===== src/rtl/gpc_pkg.sv =====
// ---------------------------------------------------------------------------
// gpc_pkg
// Shared definitions for the GPC231_4 family of blocks.
//   - state_t      : FSM state encoding used by gpc231_4_accum
//   - GPC_* consts : shape of a (2,3,1;4) generalised parallel counter.
//                    Column weights {1,2,4}, input bit counts {1,3,2},
//                    a 4-bit result and a largest result of 15.
// ---------------------------------------------------------------------------
package gpc_pkg;

  typedef enum logic [1:0] {
    IDLE = 2'd0,
    ACC  = 2'd1,
    HOLD = 2'd2
  } state_t;

  localparam int GPC_N_COLS = 3;
  // Element [i] belongs to column i (LSB column first).
  localparam logic [GPC_N_COLS-1:0][3:0] GPC_WEIGHTS = {4'd4, 4'd2, 4'd1};
  localparam logic [GPC_N_COLS-1:0][3:0] GPC_COUNTS  = {4'd2, 4'd3, 4'd1};
  localparam int GPC_OUT_W = 4;
  localparam int GPC_MAX   = 15;

  // Largest value a GPC with the given column shape can produce
  // (sum over columns of weight * number of input bits).
  function automatic int gpc_max_value(
    input logic [GPC_N_COLS-1:0][3:0] weights,
    input logic [GPC_N_COLS-1:0][3:0] counts
  );
    int total;
    total = 0;
    for (int i = 0; i < GPC_N_COLS; i++) begin
      total = total + int'(weights[i]) * int'(counts[i]);
    end
    return total;
  endfunction

endpackage


===== src/rtl/gpc231_4_accum.sv =====
// ---------------------------------------------------------------------------
// gpc231_4_accum
// Sums N_SAMPLES consecutive gpc231_4 results into an ACC_W-bit accumulator
// and presents the total with a valid/ready handshake.
//
// Ports
//   clk       : rising-edge clock
//   rst       : asynchronous active-high reset
//   start     : one-cycle pulse, begins a run (honoured in IDLE only)
//   abort     : cancels the run in progress (ACC or HOLD), result dropped
//   in_valid  : upstream presents a gpc231_4 dst value
//   in_dst    : gpc231_4 dst value, 0..15
//   in_ready  : accepting in_dst this cycle (registered, ACC only)
//   out_valid : result available (HOLD)
//   out_ready : downstream accepts the result
//   out_sum   : accumulated sum modulo 2^ACC_W
//   out_ovf   : sticky, some addition of the run carried out of ACC_W bits
//   busy      : FSM is not in IDLE
// ---------------------------------------------------------------------------
module gpc231_4_accum
  import gpc_pkg::*;
#(
  parameter int N_SAMPLES = 16,
  parameter int ACC_W     = 8
) (
  input  logic                 clk,
  input  logic                 rst,
  input  logic                 start,
  input  logic                 abort,
  input  logic                 in_valid,
  input  logic [GPC_OUT_W-1:0] in_dst,
  output logic                 in_ready,
  output logic                 out_valid,
  input  logic                 out_ready,
  output logic [ACC_W-1:0]     out_sum,
  output logic                 out_ovf,
  output logic                 busy
);

  // Wide enough to hold N_SAMPLES itself, so the counter never wraps.
  localparam int CNT_W = $clog2(N_SAMPLES + 1);
  localparam int SUM_W = ACC_W + 1;
  localparam logic [CNT_W-1:0] LAST_IDX = CNT_W'(N_SAMPLES - 1);

  state_t           state;
  logic [ACC_W-1:0] acc;
  logic [CNT_W-1:0] count;

  logic             beat;
  logic             last_beat;
  logic [SUM_W-1:0] sum_ext;

  // Transfer qualification and the widened adder; the extra MSB is the carry.
  always_comb begin
    beat      = in_valid & in_ready;
    last_beat = beat & (count == LAST_IDX);
    sum_ext   = {1'b0, acc} + SUM_W'(in_dst);
  end

  // Run-control FSM with its datapath registers and registered outputs.
  // abort is tested before the beat in ACC so that it wins over a final beat.
  always_ff @(posedge clk or posedge rst) begin
    if (rst) begin
      state     <= IDLE;
      acc       <= '0;
      count     <= '0;
      out_sum   <= '0;
      out_ovf   <= 1'b0;
      out_valid <= 1'b0;
      in_ready  <= 1'b0;
      busy      <= 1'b0;
    end else begin
      case (state)
        IDLE: begin
          // start together with abort keeps the block idle
          if (start && !abort) begin
            acc      <= '0;
            count    <= '0;
            out_ovf  <= 1'b0;
            state    <= ACC;
            in_ready <= 1'b1;
            busy     <= 1'b1;
          end
        end

        ACC: begin
          if (abort) begin
            state    <= IDLE;
            in_ready <= 1'b0;
            busy     <= 1'b0;
          end else if (beat) begin
            acc     <= sum_ext[ACC_W-1:0];
            count   <= count + CNT_W'(1);
            out_sum <= sum_ext[ACC_W-1:0];
            out_ovf <= out_ovf | sum_ext[ACC_W];
            if (last_beat) begin
              state     <= HOLD;
              in_ready  <= 1'b0;
              out_valid <= 1'b1;
            end
          end
        end

        HOLD: begin
          // abort and a completed handshake both return to IDLE
          if (abort || out_ready) begin
            state     <= IDLE;
            out_valid <= 1'b0;
            busy      <= 1'b0;
          end
        end

        default: begin
          state     <= IDLE;
          out_valid <= 1'b0;
          in_ready  <= 1'b0;
          busy      <= 1'b0;
        end
      endcase
    end
  end

endmodule


===== config.mk =====
export PLATFORM = sky130hd
export DESIGN_NAME = gpc231_4_accum
export DESIGN_NICKNAME = d
export VERILOG_FILES = /design/src/rtl/gpc_pkg.sv /design/src/rtl/gpc231_4_accum.sv
export SDC_FILE = /design/constraint.sdc
export NUM_CORES = 1
export LEC_CHECK = 0
export CAP_MARGIN = 40
export CORE_MARGIN = 2
export CORE_UTILIZATION = 53
export CTS_CLUSTER_DIAMETER = 150
export DETAILED_ROUTE_END_ITERATION = 8
export PLACE_DENSITY = 0.83
export SLEW_MARGIN = 20
export SYNTH_ARGS = -nofsm -noshare
export SYNTH_HDL_FRONTEND = slang
export SYNTH_SLANG_ARGS = --single-unit

===== constraint.sdc =====
create_clock -name clk -period 2 [get_ports clk]
set_clock_uncertainty 0.15 [all_clocks]
set_input_delay 0.4 -clock clk [delete_from_list [all_inputs] [get_ports clk]]
set_output_delay 0.4 -clock clk [all_outputs]
set_load 0.005 [all_outputs]

**Word level (Yosys, flattened, before mapping)**

Cells that the tools add are included.

- Multiply operators: 0
- Multiplexer cells: 30
- Divide/modulo/power cells: 0
- Equality and inequality tests: 11
- Add/sub/neg operators: 2
- Reductions and logical operators: 11
- Magnitude comparators: 0
- Shifts and indexed selects: 0
- Bitwise logic cells: 6

Operators with widths:

| kind | count |
|---|---|
| two-way mux 8 bit | 3 |
| one-hot mux 8 bit (2 select lines) | 1 |
| two-way mux 5 bit | 3 |
| two-way mux 1 bit | 12 |
| != test 2 bit, second input constant | 6 |
| AND reduction 4 bit | 3 |
| two-way mux 2 bit | 5 |
| one-hot mux 5 bit (2 select lines) | 1 |
| adder 8 x 4 -> 9 bit | 1 |
| one-hot mux 1 bit (3 select lines) | 3 |
| != test 3 bit, second input constant | 2 |
| one-hot mux 2 bit (3 select lines) | 1 |
| AND reduction 3 bit | 2 |
| adder 5 x 1 -> 5 bit, second input constant | 1 |
| equality test 5 x 4 -> 1 bit, second input constant | 1 |
| AND reduction 5 bit | 1 |
| NOT 1 bit | 3 |
| AND 1 bit | 2 |
| equality test 2 x 1 -> 1 bit, second input constant | 1 |
| equality test 2 bit, second input constant | 1 |
| zero test 2 bit | 1 |
| one-hot mux 1 bit (2 select lines) | 1 |
| nonzero test 2 bit | 1 |
| logical AND 1 bit | 1 |
| 3 further kinds | 3 |

- Memories: 0
- Bits in latches: 0
- Bits in writable memories: 0
- Input port bits: 10
- Bits in read-only memories: 0
- Register bits: 27

**Logic depth before layout (Yosys ltp)**

- Depth in word-level cells: 6
- Mapped depth: 7
- Mapped depth without buffers: 7

**Worst setup path after synthesis**

No wires, ideal clock.

- Kind: in2reg
- From: input port in_dst[2]
- To: register acc[5]
- Stages: 5
- Required time: 1.768 ns
- Setup slack: 0.219 ns
- Setup time: 0.082 ns
- Arrival time: 1.549 ns
- Cell sequence: ha_1 and3_1 a221o_1 nand2b_4 a31oi_1

- Word-level cells in the longest chain between the ends: 4

Ends and longest elaborated chain:

| element | RTL line | source |
|---|---|---|
| start, declared | gpc231_4_accum.sv:31 | `input logic [GPC_OUT_W-1:0] in_dst,` |
| adder 8 x 4 -> 9 bit | gpc231_4_accum.sv:57 | `sum_ext = {1'b0, acc} + SUM_W'(in_dst);` |
| two-way mux 8 bit | gpc231_4_accum.sv:91 | `end else if (beat) begin` |
| two-way mux 8 bit | gpc231_4_accum.sv:87 | `if (abort) begin` |
| one-hot mux 8 bit (2 select lines) | gpc231_4_accum.sv:73 | `case (state)` |
| end signal, assigned | gpc231_4_accum.sv:92 | `acc <= sum_ext[ACC_W-1:0];` |
| end, declared | gpc231_4_accum.sv:46 | `logic [ACC_W-1:0] acc;` |

No other way between the ends. The select of a mux whose other input is x is not followed.
A chain may end at the register's enable or synchronous reset.

**Worst setup path in the final report**

Ends and elaborated chain as after synthesis.

==> impl_metrics.ini <==
[logic_synthesis]
postSynthAreaPerCell_um2 = 9.576
yosysTopAreaCellShare_pct = 47.04
yosys.area.top_type = dfrtp_1
synth_edf_count = 0
synth.area.top_cells = dfrtp_1 (47%), nand2_1 (7.8%), ha_1 (5.2%)
yosysSeqAreaShare_pct = 47.04
yosysMostFrequentCell = nand2_1
synth_area_mm2 = 0.001436
synthesis.instances = 150
synthesis.nets = 167
ys.flop_type = dfrtp_1
yosys-top-cells-count = nand2_1 (30), dfrtp_1 (27), nor2_1 (13), nand3_1 (7)
synthArstFlopShare_pct = 100.0
yosysWarnings = 0
synthDistinctLibCells = 39
synth.ff_latch_count = 27

[grt]
grt-ovfl-total = 0
antenna_found_initial = 0
grt_pass1_vias = 1180
grtUsageTotal_pct = 19.73
grt_pass1_wl_um = 5009
grt_max_degree = 28

[clock_network]
holdBufCountCts = 0
cts_sinks = 27
clockBufferDepth = 2
clk_pin_slew_ns = 0.15
clk_latency_ns = 0.33
cts-resized-gates = 0
h-tree-depth = 1
cts_made_buffers = 3
cts_tree = built
cts_root_buf = clkbuf_4
postCtsSetupBuffers = 0

[cells_and_area]
drive_gt1_share_pct = 11.67
area_growth_pct = 21.69
diodes = 0
finish.utilization_pct = 69.30
fin_nets = 198

[sta]
slew_headroom_pct = 72.64
period_share_pct = 98.35
tightest_slew_ns = 0.4103
max_clock_freq_ghz = 0.5084
hold_ws_ns = 0.2519
maxSlewViolCount = 0
period_minus_slack_ns = 1.967
setup_viol = 0
rsz0062_at_grt = false
hold_viol = 0

[power]
p_per_area_mw_per_mm2 = 838.8
p_leak_nw = 0.8386
ir_drop_v = 0.0006618

[drt]
wl_per_cell_um = 13.66
drcViolationCount = 0
viasPerCell = 5.619
wl_um = 2869
vias = 1180
ant_nets = 0
drt_first_pass_iters = 4
drtIter0Drc = 18

[floorplanning]
die_y_um = 56.06
dieWidth_um = 56.06
initial_core_util_pct = 56.94
core-area_mm2 = 0.002522
io_pins = 22
rows = 18
dieArea_mm2 = 0.003143

[min_path]
hold_path_class = input port to asynchronous set/reset pin

[worst_setup_path]
r2r_end = acc[5]
rrSetupSlack_ns = 0.14
critPathLaunchType = input port
arrival_ns = 2.08
crit_required_ns = 2.11
r2r-start = acc[2]
reg2regPathDepth = 5
end_kind = flip-flop
crit_fanout = 5
crit_type = input port to flip-flop

[placement]
gp_congestion = 0.8084
place_hpwl_um = 2185
numPortBuffers = 21

[run]
maxCapViolations = 0

[outcome]
status = finished, final reports clean
cells in the final DEF, fill, tap and decap left out, drive strengths merged, types with 3 or more instances in the layout:
master	count
nand2	31
dfrtp	27
clkdlybuf4s50	21
nor2	14
o21ai	11
buf	9
a21oi	8
nand3	7
ha	6
xnor2	5
a21o	4
and3	4
o211ai	3
inv	3
a31oi	3
clkbuf	3
cell type report:
cell class	count	area [um2]
Fill cell	211	774.5
Timing Repair Buffer	30	277.8
Clock inverter	1	5.005
Clock buffer	3	22.52
Sequential cell	27	675.6
Tap cell	30	37.54
Multi-Input combinational cell	116	718.2
Inverter	3	11.26
sequential cells by signal, indices dropped and copies added, names as in the netlist:
register   cells
acc            8
busy           1
count          5
in_ready       1
out_ovf        1
out_sum        8
out_valid      1
state          2
metal layers:
layer  part of all wire, %  track usage (%)
met1                    49            26.20
met2                    46            32.77
met3                   3.2            3.256
met4                   1.2            6.463
met5                     0                0
metrics by stage:
step	setup slack, ns	TNS, ns	total power [W]	instance area (um2)	instances
floorplan	0.2192	0	0.001024	1436	150
global placement	-0.2398	-2.186	0.001214	1720	206
detailed placement	-0.2809	-2.772	0.001239	1720	206
CTS	0.05090	0	0.001482	1748	210
global route	0.01385	0	0.001562	1748	210
finish	0.03309	0	0.001466	1748	210
critical path: stages:
cell and delay (ns):
clkdlybuf4s50_1 0.42, ha_1 0.37, and3_1 0.21, a221o_1 0.37
nand2b_4 0.15, a31oi_1 0.14
logic make-up (layout without fill, tap and decap cells):
kind of cell    count (synthesis)  count (layout)  share of synthesized area, %
simple gates                   67              67                         22.74
compound gates                 35              35                         16.38
flops                          27              27                         47.04
fa+ha+maj                       7               7                         6.620
xor+xnor                        7               7                         4.268
buf+inv                         7              37                         2.961
where the power goes:
group / switching (W) / internal, W
registers: 0.0000993 / 0.000658
clock network: 0.000163 / 0.0000752
logic: 0.000201 / 0.000270
total: 0.000463 / 0.00100
how the worst max path moves through the flow:
stage	startpoint	to	slack, ns	cells past startpoint
after floorplan	in_dst[2]	acc[5]	0.22	5
after global placement	in_dst[2]	acc[5]	-0.24	6
after detailed placement	in_dst[0]	out_sum[4]	-0.28	7
after CTS	in_dst[2]	acc[5]	0.05	6
after global routing	in_dst[0]	out_sum[4]	0.01	7
final	in_dst[2]	acc[5]	0.03	6
(Power assumes the default switching activity.)
